$ cat config.mk
export PLATFORM = sky130hd
export DESIGN_NAME = radix2_seq_div
export DESIGN_NICKNAME = d
export VERILOG_FILES = /design/src/rtl/radix2_seq_div.sv
export SDC_FILE = /design/constraint.sdc
export NUM_CORES = 1
export LEC_CHECK = 0
export ABC_CLOCK_PERIOD_IN_PS = 4700
export CAP_MARGIN = 10
export CORE_UTILIZATION = 41
export CTS_CLUSTER_SIZE = 30
export DETAILED_ROUTE_END_ITERATION = 7
export GPL_TIMING_DRIVEN = 0
export SYNTH_ARGS = -nofsm -noshare
export SYNTH_HDL_FRONTEND = slang
export SYNTH_SLANG_ARGS = --single-unit
$ cat constraint.sdc
create_clock -name clk -period 4.7 [get_ports clk]
set_input_delay 0.94 -clock clk [delete_from_list [all_inputs] [get_ports clk]]
set_output_delay 0.94 -clock clk [all_outputs]
set_load 0.01 [all_outputs]
$ cat src/rtl/radix2_seq_div.sv
// -----------------------------------------------------------------------------
// radix2_seq_div
//
// Iterative radix-2 restoring signed divider with AXI-stream style channels.
// One dividend/divisor pair is accepted per operation. The result is a
// truncated integer quotient together with a signed fixed-point fraction,
// and both fields carry the sign of the true quotient (round toward zero).
//
// Internally the divider works on magnitudes. The numerator is
// |dividend| << FRAC_W, and one quotient bit is produced per clock. After the
// last iteration a fix-up cycle applies the sign and then registers the
// result beat. A request accepted in cycle k shows its result in cycle k+44
// at the default parameters.
//
// Ports:
//   clk                    : clock
//   rst                    : synchronous active-high reset (overrides clk_en)
//   clk_en                 : clock enable; low freezes every register
//   s_axis_divisor_tvalid  : divisor valid
//   s_axis_divisor_tready  : divisor ready (asserted together with dividend)
//   s_axis_divisor_tdata   : signed divisor, DIVISOR_W bits
//   s_axis_dividend_tvalid : dividend valid
//   s_axis_dividend_tready : dividend ready (asserted together with divisor)
//   s_axis_dividend_tdata  : signed dividend, DIVIDEND_W bits
//   m_axis_dout_tvalid     : result valid
//   m_axis_dout_tready     : result ready
//   m_axis_dout_tuser      : divide-by-zero flag
//   m_axis_dout_tdata      : {int_q[INT_W-1:0], frac[FRAC_W:0]}
// -----------------------------------------------------------------------------
module radix2_seq_div #(
    parameter int DIVIDEND_W = 24,
    parameter int DIVISOR_W  = 32,
    parameter int FRAC_W     = 18,
    parameter int INT_W      = 21
) (
    input  logic                       clk,
    input  logic                       rst,
    input  logic                       clk_en,
    input  logic                       s_axis_divisor_tvalid,
    output logic                       s_axis_divisor_tready,
    input  logic [DIVISOR_W-1:0]       s_axis_divisor_tdata,
    input  logic                       s_axis_dividend_tvalid,
    output logic                       s_axis_dividend_tready,
    input  logic [DIVIDEND_W-1:0]      s_axis_dividend_tdata,
    output logic                       m_axis_dout_tvalid,
    input  logic                       m_axis_dout_tready,
    output logic                       m_axis_dout_tuser,
    output logic [INT_W+FRAC_W:0]      m_axis_dout_tdata
);

    // Number of restoring iterations equals the numerator width.
    localparam int NUM_W = DIVIDEND_W + FRAC_W;
    localparam int OUT_W = INT_W + FRAC_W + 1;
    localparam int CNT_W = $clog2(NUM_W);
    localparam logic [CNT_W-1:0] LAST_ITER = CNT_W'(NUM_W - 1);

    typedef enum logic [1:0] {
        ST_IDLE,
        ST_CALC,
        ST_FIX,
        ST_OUT
    } state_t;

    state_t                 state;
    state_t                 state_next;

    logic                   accept;
    logic                   out_fire;

    logic [DIVIDEND_W-1:0]  dvd_abs;
    logic [DIVISOR_W-1:0]   dvs_abs;

    logic [DIVISOR_W-1:0]   dvs_mag;
    logic                   neg;
    logic                   dz;
    logic [CNT_W-1:0]       cnt;
    logic [DIVISOR_W-1:0]   rem;
    logic [NUM_W-1:0]       num;

    logic [DIVISOR_W:0]     rem_shift;
    logic                   rem_ge;

    logic [INT_W-1:0]       int_mag;
    logic [FRAC_W:0]        frac_ext;
    logic [INT_W-1:0]       int_q;
    logic [FRAC_W:0]        frac_q;

    logic [OUT_W-1:0]       dout_data;
    logic                   dout_user;

    // Both request channels handshake together in IDLE only; ready is
    // withheld while reset is asserted so nothing is captured then.
    assign accept   = (state == ST_IDLE) && clk_en && !rst &&
                      s_axis_divisor_tvalid && s_axis_dividend_tvalid;
    assign out_fire = (state == ST_OUT) && clk_en && m_axis_dout_tready;

    // Operand magnitudes. Negating the most negative value wraps to
    // 2^(W-1), which is exactly right when the result is read as unsigned.
    assign dvd_abs = s_axis_dividend_tdata[DIVIDEND_W-1] ?
                     -s_axis_dividend_tdata : s_axis_dividend_tdata;
    assign dvs_abs = s_axis_divisor_tdata[DIVISOR_W-1] ?
                     -s_axis_divisor_tdata : s_axis_divisor_tdata;

    // One restoring step: bring in the next numerator bit (MSB first) and
    // test whether the divisor fits. The remainder stays below |divisor|,
    // so DIVISOR_W bits hold it and one extra bit covers the shifted value.
    assign rem_shift = {rem, num[NUM_W-1]};
    assign rem_ge    = (rem_shift >= {1'b0, dvs_mag});

    // Sign fix-up. The integer part and the fraction are negated separately
    // so each truncates toward zero. The integer field keeps only its low
    // INT_W bits, so large quotients wrap silently.
    assign int_mag  = INT_W'(num >> FRAC_W);
    assign frac_ext = {1'b0, num[FRAC_W-1:0]};
    assign int_q    = neg ? -int_mag  : int_mag;
    assign frac_q   = neg ? -frac_ext : frac_ext;

    // State register: reset wins over clk_en, and clk_en low holds the state.
    always_ff @(posedge clk) begin
        if (rst) begin
            state <= ST_IDLE;
        end else if (clk_en) begin
            state <= state_next;
        end
    end

    // Next-state logic: accept, iterate, fix up, then hold the result until
    // the consumer takes it.
    always_comb begin
        state_next = state;
        case (state)
            ST_IDLE: if (accept)            state_next = ST_CALC;
            ST_CALC: if (cnt == LAST_ITER)  state_next = ST_FIX;
            ST_FIX:                         state_next = ST_OUT;
            ST_OUT:  if (out_fire)          state_next = ST_IDLE;
            default:                        state_next = ST_IDLE;
        endcase
    end

    // Output logic: ready only on an IDLE handshake, valid for the whole
    // OUT state. The result fields come from registers written in FIX, so
    // they cannot change while valid is held.
    always_comb begin
        s_axis_divisor_tready  = accept;
        s_axis_dividend_tready = accept;
        m_axis_dout_tvalid     = (state == ST_OUT);
        m_axis_dout_tuser      = dout_user;
        m_axis_dout_tdata      = dout_data;
    end

    // Datapath registers. The numerator register doubles as the quotient
    // register: each step shifts a numerator bit out of the top and the new
    // quotient bit in at the bottom. After the final step it holds the
    // complete magnitude quotient.
    always_ff @(posedge clk) begin
        if (rst) begin
            dvs_mag   <= '0;
            neg       <= 1'b0;
            dz        <= 1'b0;
            cnt       <= '0;
            rem       <= '0;
            num       <= '0;
            dout_data <= '0;
            dout_user <= 1'b0;
        end else if (clk_en) begin
            case (state)
                ST_IDLE: begin
                    if (accept) begin
                        dvs_mag <= dvs_abs;
                        neg     <= s_axis_dividend_tdata[DIVIDEND_W-1] ^
                                   s_axis_divisor_tdata[DIVISOR_W-1];
                        dz      <= (s_axis_divisor_tdata == '0);
                        cnt     <= '0;
                        rem     <= '0;
                        num     <= {dvd_abs, {FRAC_W{1'b0}}};
                    end
                end
                ST_CALC: begin
                    if (rem_ge) begin
                        rem <= DIVISOR_W'(rem_shift - {1'b0, dvs_mag});
                    end else begin
                        rem <= DIVISOR_W'(rem_shift);
                    end
                    num <= {num[NUM_W-2:0], rem_ge};
                    cnt <= cnt + 1'b1;
                end
                ST_FIX: begin
                    if (dz) begin
                        dout_data <= '0;
                        dout_user <= 1'b1;
                    end else begin
                        dout_data <= {int_q, frac_q};
                        dout_user <= 1'b0;
                    end
                end
                default: begin
                end
            endcase
        end
    end

endmodule

---- Yosys cells after proc, flatten, opt, wreduce, memory -nomap -nowiden ----
Index checks and enable logic that the tools add are counted.
W data, S select, Z words.
cells by class
  add/sub/neg operators ................... 6
  order comparisons ....................... 1
  equal/unequal tests ..................... 7
  multiplexer cells ....................... 17
  bitwise logic cells ..................... 1
  reduce and logical (&&, ||, !) cells .... 14
operators with widths
  operator               count
  $mux W32               3
  $pmux W42 S2           1
  $pmux W32 S2           1
  $mux W42               1
  $mux W40               1
  $ge A33 B32 Y1         1
  $logic_not A32 Y1      1
  $neg A32 Y32           1
  $sub A32 B32 Y32       1
  $mux W24               1
  $neg A24 Y24           1
  $mux W21               1
  $neg A21 Y21           1
  $mux W19               1
  $neg A18 Y19           1
  $pmux W6 S2            1
  $pmux W2 S4            1
  $add A6 B1 Y6 const B  1
  $eq A6 B6 Y1 const B   1
  $logic_and A1 B1 Y1    6
  $mux W2                3
  $mux W6                1
  $reduce_and A3 Y1      2
  $eq A2 B2 Y1 const B   2
  10 further kinds       11
storage, ports and cells
  bits in registers ....................... 157
  output and inout bits ................... 44
  logic and storage cells ................. 55

---- Depth between registers and ports, before layout ----
Gate-level depths: netlist of run 1.
  word-level depth ........................ 7
  gate-level depth with buffers ........... 14
  depth with buffers taken out ............ 12

---- Worst setup path before layout of run 1 ----
Ideal clock, no wire load.
  kind .................................... input port to flip-flop
  from .................................... input s_axis_divisor_tdata[8]
  to ...................................... register dvs_mag[27]
  setup time .............................. 124 ps
  data arrival time ....................... 3217 ps
  required time ........................... 4576 ps
  slack ................................... 1358 ps
  cell stages on the path ................. 8
  cells stage by stage .................... or3_1 or3_4 or4_4 or4_4 nand2b_4 o41ai_4 xor2_1 o21ai_1
on the way
  longest elaborated chain between the ends .. 2
RTL lines
  element                 line  text
  start: declaration      41    input logic [DIVISOR_W-1:0] s_axis_divisor_tdata,
  $neg A32 Y32            102   -s_axis_divisor_tdata : s_axis_divisor_tdata;
  $mux W32                101   assign dvs_abs = s_axis_divisor_tdata[DIVISOR_W-1] ?
  end signal: assignment  169   dvs_mag <= dvs_abs;
  end: declaration        73    logic [DIVISOR_W-1:0] dvs_mag;
Every way passes these cells.
A chain may end at the register's enable or synchronous reset.

---- Worst setup path after layout of run 1 ----
  from .................................... input clk_en
  to ...................................... output s_axis_divisor_tready
on the way
  longest elaborated chain between the ends .. 4
RTL lines
  element                            line  text
  start: declaration                 38    input logic clk_en,
  $logic_and A1 B1 Y1 (3 in series)  93    assign accept = (state == ST_IDLE) && clk_en && !rst &&
  $logic_and A1 B1 Y1                94    s_axis_divisor_tvalid && s_axis_dividend_tvalid;
  end: declaration                   40    output logic s_axis_divisor_tready,
Every way passes these cells.

==> flow_metrics.env, run 1 <==
export IMPL_max_slew_worst_pin_slew_ns=0.7669
export IMPL_power_density_nw_per_um2=304.1
export IMPL_yosysWarnings=0
export IMPL_maxCapViolations=0
export IMPL_grt_util_met2_pct=36.72
export IMPL_finalHoldViolations=0
export IMPL_postRouteAntennaNets=0
export IMPL_dp_hpwl_um=20980
export IMPL_cts_buffer_depth=2
export IMPL_power_total_w=0.003507
export IMPL_outcome="completed"
export IMPL_leakagePower_nw=4.438
export IMPL_viasPerCell=5.537
export IMPL_worst_ep_arrival_time_ns=3.41
export IMPL_cp_end_kind="primary output"
export IMPL_io_buffers=104
export IMPL_grt_overflow_total=0
export IMPL_slew_headroom_pct=48.68
export IMPL_core_area_um2=22710
export IMPL_drcViolationCount=0
export IMPL_hold_path_class="reg -> reg"
export IMPL_yosysSeqAreaShare_pct=32.97
export IMPL_cp_max_fo=11
export IMPL_critPathMaxStageDelay_ns=0.54
export IMPL_cp_num_buf_inv=6
export IMPL_synth_nets=1327
export IMPL_crit_type="in -> out"
export IMPL_first_pass_iters=5
export IMPL_finalCriticalPeriod_ns=4.348
export IMPL_root_buffer="clkbuf_16"
export IMPL_synth_area_leaders="dfxtp_1, nand2_1, o21ai_0, xor2_1, ha_1"
export IMPL_synthDominantCellAreaShare_pct=32.97
export IMPL_grt_usage_pct=23.73
export IMPL_io_pins=106
export IMPL_clock_fmax_mhz=230.0
export IMPL_n_antenna_cell=0
export IMPL_met1_usage_pct=34.57
export IMPL_die_h_um=154.5
export IMPL_holdWs_ns=0.4524
export IMPL_synth_edf_count=0
export IMPL_chipWidth_um=154.5
export IMPL_startpoint_type="input pin"
export IMPL_antenna_found_initial=1
export IMPL_wl_um=28150
export IMPL_max_vdd_ir_drop_v=0.0001812
export IMPL_cp_depth=8
export IMPL_rr_worst_depth=13
export IMPL_grt_pass1_wl_um=44910
export IMPL_crit_family="buffers and inverters"
export IMPL_htreeDepth=4
export IMPL_finalClockSkew_ns=0.01624
export IMPL_ys_types=64
export IMPL_clk_pin_slew_worst_paths_ns=0.07
export IMPL_grt_pass1_vias=8543
export IMPL_cts_resized=0
export IMPL_nNetsFinal=1450
export IMPL_grt_start_max_net_pins=17
export IMPL_design_die_area_um2=23860
export IMPL_required_ns=3.76
export IMPL_timing_setup_tns_ns=0
export IMPL_insertion_delay_ns=0.44
export IMPL_slowest_stage="buf_1"
export IMPL_drt_iter0_markers=647
export IMPL_place_congestion=0.9305
export IMPL_rsz0062_at_grt="false"
export IMPL_num_rows=55
export IMPL_synth_top_area_cell="dfxtp_1"
export IMPL_clkSinkCount=157
export IMPL_place_area_um2=10930
export IMPL_drive_gt1_share_pct=3.756
export IMPL_cts_tree="yes"
export IMPL_vias=9098
export IMPL_crit_chain="clkdlybuf4s50_1 -> inv_1 -> nor2_1 -> nand4_1 -> inv_1 -> buf_1 -> buf_4 -> clkdlybuf4s50_1"
export IMPL_syn_avg_cell_area_um2=7.801
export IMPL_grt_util_met3_pct=2.746
export IMPL_postSynthCellCount=1222
export IMPL_wl_per_cell_um=17.13
export IMPL_ys_flop_type="dfxtp_1"
export IMPL_syn_cell_area_um2=9533
export IMPL_cts_inserted_buffers=17
export IMPL_finalSetupViolCount=0
export IMPL_synthArstFlopShare_pct=0
export IMPL_final_cell_area_um2=11530
export IMPL_ys_ff_latch=157
export IMPL_period_share_pct=92.50
export IMPL_whs_path_depth=2
export IMPL_start_util_pct=41.98
export IMPL_grt_busiest_layer="met2"
export IMPL_syn2layout_area_growth_pct=20.99
export IMPL_cts_hold_buffers=0
export IMPL_slew_viol_final=0
export IMPL_post_cts_buffers=0
[kinds of logic after synthesis]
kind of cell,Yosys count,synth area share [%]
and+or+nand+nor,399,19.29
AOI/OAI and AO/OA,346,22.71
DFF,157,32.97
buffers and inverters,127,5.079
xor gates and xnor gates,118,10.84
adders and majority gates,43,5.723
muxes,32,3.386
[per-stage QoR]
stage / worst slack [ns] / util, % / instances
4_1_cts: 0.3813 / 50.79 / 1643
6_report: 0.3523 / 50.79 / 1643
2_1_floorplan: 1.358 / - / 1222
5_1_grt: 0.2854 / 50.79 / 1643
3_3_place_gp: 0.4237 / 48.13 / 1611
3_5_place_dp: 0.3878 / 48.13 / 1611
[flip-flops by register name (all words and copies together) (netlist names)]
signal,cells
num,42
m_axis_dout_tdata,40
rem,32
m_axis_dout_tuser,1
neg,1
dvs_mag,32
dz,1
state,2
cnt,6
[worst paths after layout]
| check | end | from | slack, ns |
|---|---|---|---|
| worst max register to register | rem[26]$_SDFFE_PP0P_ | dvs_mag[3]$_SDFFE_PP0P_ | 1.34 |
| worst max-delay path | s_axis_divisor_tready | clk_en | 0.35 |
| worst min-delay path | num[40]$_SDFFE_PP0P_ | num[40]$_SDFFE_PP0P_ | 0.45 |
| worst min register to register | num[40]$_SDFFE_PP0P_ | num[40]$_SDFFE_PP0P_ | 0.45 |
[layer usage]
metal  vias up  wire length (um)
li1       4585                 -
met1      4242             14350
met2       240             12130
met3        31              1257
met4         0               414
met5         -                 0
[synthesized netlist by cell type, types with 6 or more instances]
cell type    n
nand2_1    165
dfxtp_1    157
o21ai_0    116
nor2_1      89
a21oi_1     79
xor2_1      65
inv_1       57
clkbuf_1    55
xnor2_1     53
nand3_1     52
ha_1        42
a22oi_1     37
o31ai_1     35
mux2i_1     30
nor3_1      16
or4_1       16
a21o_1      11
a32oi_1     11
buf_1       10
nand4_1     10
o41ai_1      9
a211oi_1     8
nand2b_1     8
nor2b_1      7
or3_1        7
a31oi_1      6
and3_1       6
o21a_1       6
or2_2        6
[power by group]
part / internal (W) / switching (W) / total [W]
Clock: 0.000807 / 0.000649 / 0.00146
Combinational: 0.000285 / 0.000400 / 0.000685
Sequential: 0.00135 / 0.0000167 / 0.00137
Total: 0.00244 / 0.00107 / 0.00351
[worst register-to-register path, cell delays in order, from the launching register on]
cell and delay (ns):
dfxtp_1 0.31, inv_1 0.06, ha_1 0.35, a21o_1 0.19, a21oi_1 0.13, o21ai_0 0.27
a21oi_1 0.38, a21oi_1 0.16, o21ai_0 0.18, and3_1 0.15, buf_2 0.23, nand2b_1 0.14
clkbuf_1 0.49, o21ai_0 0.19
[placed cells by master (no fill, tap or decap), drive strengths merged, types with 7 or more instances in the layout]
cell type / n
a211oi: 8
a21o: 11
a21oi: 79
a22oi: 37
a32oi: 11
buf: 14
clkbuf: 73
clkdlybuf4s50: 104
dfxtp: 157
ha: 42
inv: 65
mux2i: 30
nand2: 165
nand2b: 9
nand3: 53
nand4: 10
nor2: 89
nor2b: 7
nor3: 17
o21ai: 118
o31ai: 35
o41ai: 10
or3: 8
or4: 18
xnor2: 53
xor2: 65
[final cells by class]
| cell class | count | area [um2] |
|---|---|---|
| Inverter | 58 | 217.7 |
| Tap cell | 285 | 356.6 |
| Clock inverter | 14 | 173.9 |
| Fill cell | 2276 | 11180 |
| Clock buffer | 18 | 429.2 |
| Timing Repair Buffer | 104 | 1041 |
| Buffer | 69 | 266.5 |
| Sequential cell | 157 | 3143 |
| Multi-Input combinational cell | 938 | 5906 |
Power figures use the tool's default switching activity.
==> run 2: changes to the inputs <==
- ABC_CLOCK_PERIOD_IN_PS: 4700 -> 3540
- HOLD_SLACK_MARGIN: unset -> 0.03
- clock period: 4.7 -> 3.54 ns (I/O delays scaled with it)
==> flow_metrics.env, run 2 (synthesis results as in run 1) <==
export IMPL_outcome="completed"
export IMPL_dr_wl_met3_um=1102
export IMPL_nFillCells=2271
export IMPL_vias=9118
export IMPL_finalCriticalPeriod_ns=3.452
export IMPL_whs_path_depth=2
export IMPL_wl_um=28170
export IMPL_cp_max_fo=5
export IMPL_root_buffer="clkbuf_16"
export IMPL_seq_area_um2=3143
export IMPL_io_pins=106
export IMPL_num_rows=55
export IMPL_slew_headroom_pct=50.55
export IMPL_hold_path_class="reg -> reg"
export IMPL_post_route_util_pct=50.94
export IMPL_seq_power_share_pct=38.9
export IMPL_required_ns=3.84
export IMPL_drive_gt1_share_pct=4.265
export IMPL_grt_start_max_net_pins=17
export IMPL_wl_per_cell_um=17.13
export IMPL_drt_iter0_markers=626
export IMPL_max_vdd_ir_drop_v=0.0002398
export IMPL_worst_ep_arrival_time_ns=3.75
export IMPL_largest_reg_flops=42
export IMPL_clkSinkCount=157
export IMPL_cts_tree="yes"
export IMPL_postRouteAntennaNets=0
export IMPL_clk_pin_slew_worst_paths_ns=0.07
export IMPL_insertion_delay_ns=0.44
export IMPL_p_clk_share_pct=41.5
export IMPL_first_pass_iters=5
export IMPL_clock_fmax_mhz=289.7
export IMPL_rr_worst_depth=13
export IMPL_io_buffers=104
export IMPL_chipWidth_um=154.5
export IMPL_die_h_um=154.5
export IMPL_power_switching_w=0.001416
export IMPL_drcViolationCount=0
export IMPL_cts_buffer_depth=2
export IMPL_maxCapViolations=0
export IMPL_place_ws_ns=-0.3853
export IMPL_n_antenna_cell=0
export IMPL_sw_frac_of_total_pct=30.38
export IMPL_grt_pass1_wl_um=44890
export IMPL_top_layer="met4"
export IMPL_start_util_pct=41.98
export IMPL_nNetsFinal=1452
export IMPL_design_die_area_um2=23860
export IMPL_antenna_found_initial=1
export IMPL_htreeDepth=4
export IMPL_fin_ws_ns=0.08779
export IMPL_leakagePower_nw=4.459
export IMPL_grt_overflow_total=0
export IMPL_share_comb_of_total_power_pct=19.6
export IMPL_finalHoldViolations=0
export IMPL_cp_end_kind="register"
export IMPL_intPower_w=0.003244
export IMPL_slew_viol_final=0
export IMPL_place_congestion=0.9305
export IMPL_finalClockSkew_ns=0.01389
export IMPL_cts_inserted_buffers=17
export IMPL_grt_usage_pct=23.70
export IMPL_final_cell_mix="nand2_1, dfxtp_1, o21ai_0"
export IMPL_startpoint_type="input pin"
export IMPL_core_area_um2=22710
export IMPL_finalSetupViolCount=0
export IMPL_viasPerCell=5.543
export IMPL_drt_met1_wl_um=14470
export IMPL_regMostFlops="num"
export IMPL_holdWs_ns=0.4514
export IMPL_grt_pass1_vias=8545
export IMPL_syn2layout_area_growth_pct=21.35
export IMPL_crit_type="in -> reg"
export IMPL_period_share_pct=97.52
export IMPL_wl_met2_um=12180
export IMPL_multiInputGateArea_um2=5911
export IMPL_max_slew_worst_pin_slew_ns=0.7390
export IMPL_power_density_nw_per_um2=402.8
export IMPL_final_common_cell="nand2_1"
export IMPL_cts_hold_buffers=0
export IMPL_dp_hpwl_um=20980
-- run 2: cell count changes in the layout (fill, tap and decap cells not counted), sizes merged --
cell,before,now
buf,14,16
clkdlybuf4s50,104,103
clkinvlp,1,2
dlymetal6s2s,0,1
inv,65,64
-- run 2: power by group through the flow --
| stage | Sequential, W | Clock, W | Combinational, W |
|---|---|---|---|
| 3_3_place_gp | 0.00185 | 0 | 0.000899 |
| 2_1_floorplan | 0.00185 | 0 | 0.000617 |
| 3_5_place_dp | 0.00185 | 0 | 0.000899 |
| 5_1_grt | 0.00182 | 0.00203 | 0.00101 |
| 6_report | 0.00181 | 0.00193 | 0.000913 |
| 4_1_cts | 0.00181 | 0.00195 | 0.000905 |
-- run 2: critical path: stages --
cell,delay [ns]
clkdlybuf4s50_1,0.47
nor3_2,0.27
nand3_2,0.13
or3_4,0.43
or4_4,0.57
or4_4,0.45
nand2b_4,0.20
o41ai_4,0.24
xor2_1,0.21
o21ai_1,0.08
-- run 2: layout make-up --
type / instances / share of cell area (%)
buffer: 67 / 2.250
clock buffer: 18 / 3.710
clock inverter: 14 / 1.503
inverter: 58 / 1.914
multi-input combinational: 938 / 51.09
sequential: 157 / 27.17
tap: 285 / 3.082
timing repair buffer: 108 / 9.280
-- run 2: final timing paths --
path                                                 end  slack, ns                    start
worst min-delay path                num[40]$_SDFFE_PP0P_       0.45     num[40]$_SDFFE_PP0P_
worst max register to register      rem[25]$_SDFFE_PP0P_       0.26  dvs_mag[3]$_SDFFE_PP0P_
worst min register to register      num[40]$_SDFFE_PP0P_       0.45     num[40]$_SDFFE_PP0P_
worst max-delay path            dvs_mag[27]$_SDFFE_PP0P_       0.09  s_axis_divisor_tdata[4]
-- run 2: stage by stage --
step	setup TNS [ns]	total power [W]	cells	instance area [um2]
after floorplan	0	0.002464	1222	9533
final	0	0.004660	1645	11570
after CTS	0	0.004671	1642	11530
after detailed placement	-4.653	0.002753	1611	10930
after global routing	-0.01982	0.004856	1645	11570
after global placement	-4.055	0.002753	1611	10930
-- run 2: per-layer routing --
metal / GRT usage (%) / vias up
li1: - / 4585
met1: 34.49 / 4284
met2: 36.72 / 221
met3: 2.746 / 28
met4: 6.554 / 0
met5: 0 / -
-- run 2: repair_timing --
item                       4_1_cts  5_1_grt
resized for setup                1        3
setup endpoints to repair        2       15
gates cloned                     0        0
pin swaps                        0        1
setup buffers                    0        4
==> run 3: changes to the inputs <==
- CORE_UTILIZATION: 41 -> 50
- PLACE_DENSITY: unset -> 0.75
==> flow_metrics.env, run 3 (synthesis results as in run 1) <==
export IMPL_outcome="completed"
export IMPL_drive_gt1_share_pct=4.562
export IMPL_start_util_pct=50.96
export IMPL_wl_per_cell_um=17.12
export IMPL_worst_ep_arrival_time_ns=3.76
export IMPL_first_pass_iters=5
export IMPL_holdWs_ns=0.4562
export IMPL_core_area_um2=18710
export IMPL_slew_headroom_pct=48.02
export IMPL_hold_path_class="reg -> reg"
export IMPL_dp_hpwl_um=19930
export IMPL_grt_start_max_net_pins=17
export IMPL_antenna_found_initial=0
export IMPL_cts_buffer_depth=2
export IMPL_finalClockSkew_ns=0.01129
export IMPL_rr_worst_depth=10
export IMPL_required_ns=3.84
export IMPL_startpoint_type="input pin"
export IMPL_grt_pass1_wl_um=43570
export IMPL_drt_iter0_markers=731
export IMPL_n_antenna_cell=0
export IMPL_drt_met1_wl_um=12670
export IMPL_finalHoldViolations=0
export IMPL_cp_end_kind="register"
export IMPL_min_from="num[40]$_SDFFE_PP0P_"
export IMPL_final_instance_count_excl_fill=1593
export IMPL_wl_um=27280
export IMPL_viasPerCell=5.895
export IMPL_syn2layout_area_growth_pct=21.59
export IMPL_die_h_um=140.1
export IMPL_vias=9390
export IMPL_slew_viol_final=0
export IMPL_cts_tree="yes"
export IMPL_crit_type="in -> reg"
export IMPL_final_common_cell="nand2_1"
export IMPL_cp_max_fo=5
export IMPL_clock_fmax_mhz=288.6
export IMPL_leakagePower_nw=4.500
export IMPL_r2r_slack_ns=0.30
export IMPL_finalSetupViolCount=0
export IMPL_grt_overflow_total=0
export IMPL_period_share_pct=97.87
export IMPL_timing_setup_tns_ns=0
export IMPL_final_cell_mix="nand2_1, dfxtp_1, o21ai_0"
export IMPL_root_buffer="clkbuf_16"
export IMPL_multiInputGateArea_um2=5931
export IMPL_power_density_nw_per_um2=415.1
export IMPL_nNetsFinal=1452
export IMPL_top_layer="met4"
export IMPL_grt_pass1_vias=8669
export IMPL_io_pins=106
export IMPL_clkSinkCount=157
export IMPL_whs_path_depth=2
export IMPL_chipWidth_um=140.1
export IMPL_design_die_area_um2=19620
export IMPL_min_to="num[40]$_SDFFE_PP0P_"
export IMPL_num_rows=50
export IMPL_max_vdd_ir_drop_v=0.0002480
export IMPL_nFillCells=1663
export IMPL_clk_pin_slew_worst_paths_ns=0.06
export IMPL_postRouteAntennaNets=0
export IMPL_power_total_w=0.004811
export IMPL_max_slew_worst_pin_slew_ns=0.7715
export IMPL_largest_reg_flops=42
export IMPL_grt_usage_pct=27.84
export IMPL_io_buffers=104
export IMPL_regMostFlops="num"
export IMPL_maxCapViolations=0
export IMPL_drcViolationCount=0
export IMPL_r2r_end="rem[27]$_SDFFE_PP0P_"
export IMPL_startpoint="s_axis_divisor_tdata[3]"
export IMPL_finalCriticalPeriod_ns=3.465
export IMPL_dr_wl_met3_um=1616
export IMPL_place_congestion=0.9389
export IMPL_cts_inserted_buffers=17
export IMPL_seq_area_um2=3143
export IMPL_dpl_cell_count=1560
export IMPL_reg2reg_from="dvs_mag[4]$_SDFFE_PP0P_"
export IMPL_insertion_delay_ns=0.44
export IMPL_htreeDepth=4
export IMPL_wl_met2_um=12140
[run 3: how the worst max path moves through the flow]
stage | cells past startpoint | endpoint | slack, ns
final | 10 | dvs_mag[27]$_SDFFE_PP0P_ | 0.08
after detailed placement | 10 | dvs_mag[27]$_SDFFE_PP0P_ | -0.41
after CTS | 10 | dvs_mag[27]$_SDFFE_PP0P_ | 0.03
after global routing | 11 | dvs_mag[30]$_SDFFE_PP0P_ | -0.01
after global placement | 10 | dvs_mag[27]$_SDFFE_PP0P_ | -0.32
after floorplan | 8 | dvs_mag[27]$_SDFFE_PP0P_ | 0.43
[run 3: layout make-up]
cell class | instances | share of cell area, %
sequential | 157 | 27.12
timing repair buffer | 108 | 9.262
clock buffer | 20 | 4.026
clock inverter | 11 | 1.749
tap | 234 | 2.526
buffer | 67 | 2.245
inverter | 58 | 1.911
multi-input combinational | 938 | 51.17
[run 3: layer usage]
metal / vias to the layer above / GRT usage, %
li1: 4577 / -
met1: 4400 / 38.52
met2: 344 / 43.42
met3: 69 / 3.316
met4: 0 / 12.55
met5: - / 0
[run 3: power breakdown]
part           switching, W  total [W]  internal (W)
combinational      0.000524   0.000908      0.000383
sequential        0.0000228    0.00182       0.00179
clock              0.000772    0.00209       0.00132
total               0.00132    0.00481       0.00349
[run 3: timing repair]
item / 4_1_cts / 5_1_grt
resized for setup: 1 / 8
buffers inserted: 0 / 4
setup endpoints to repair: 2 / 30
hold endpoints to repair: 0 / 0
hold buffers: 0 / 0
pin swaps: 0 / 1
[run 3: stage by stage]
| step | instance area, um2 | setup WS (ns) | utilization, % |
|---|---|---|---|
| 6_report | 11590 | 0.07525 | 61.97 |
| 2_1_floorplan | 9533 | 0.4301 | - |
| 5_1_grt | 11590 | -0.01311 | 61.97 |
| 3_5_place_dp | 10870 | -0.4082 | 58.09 |
| 4_1_cts | 11540 | 0.02982 | 61.67 |
| 3_3_place_gp | 10870 | -0.3159 | 58.09 |
[run 3: critical path, stage by stage]
cell and delay [ns]:
clkdlybuf4s50_1 0.50, nor3_4 0.23, nand3_2 0.12, or3_4 0.42, or4_4 0.57, or4_4 0.45
nand2b_4 0.20, o41ai_4 0.24, xor2_1 0.24, o21ai_1 0.09
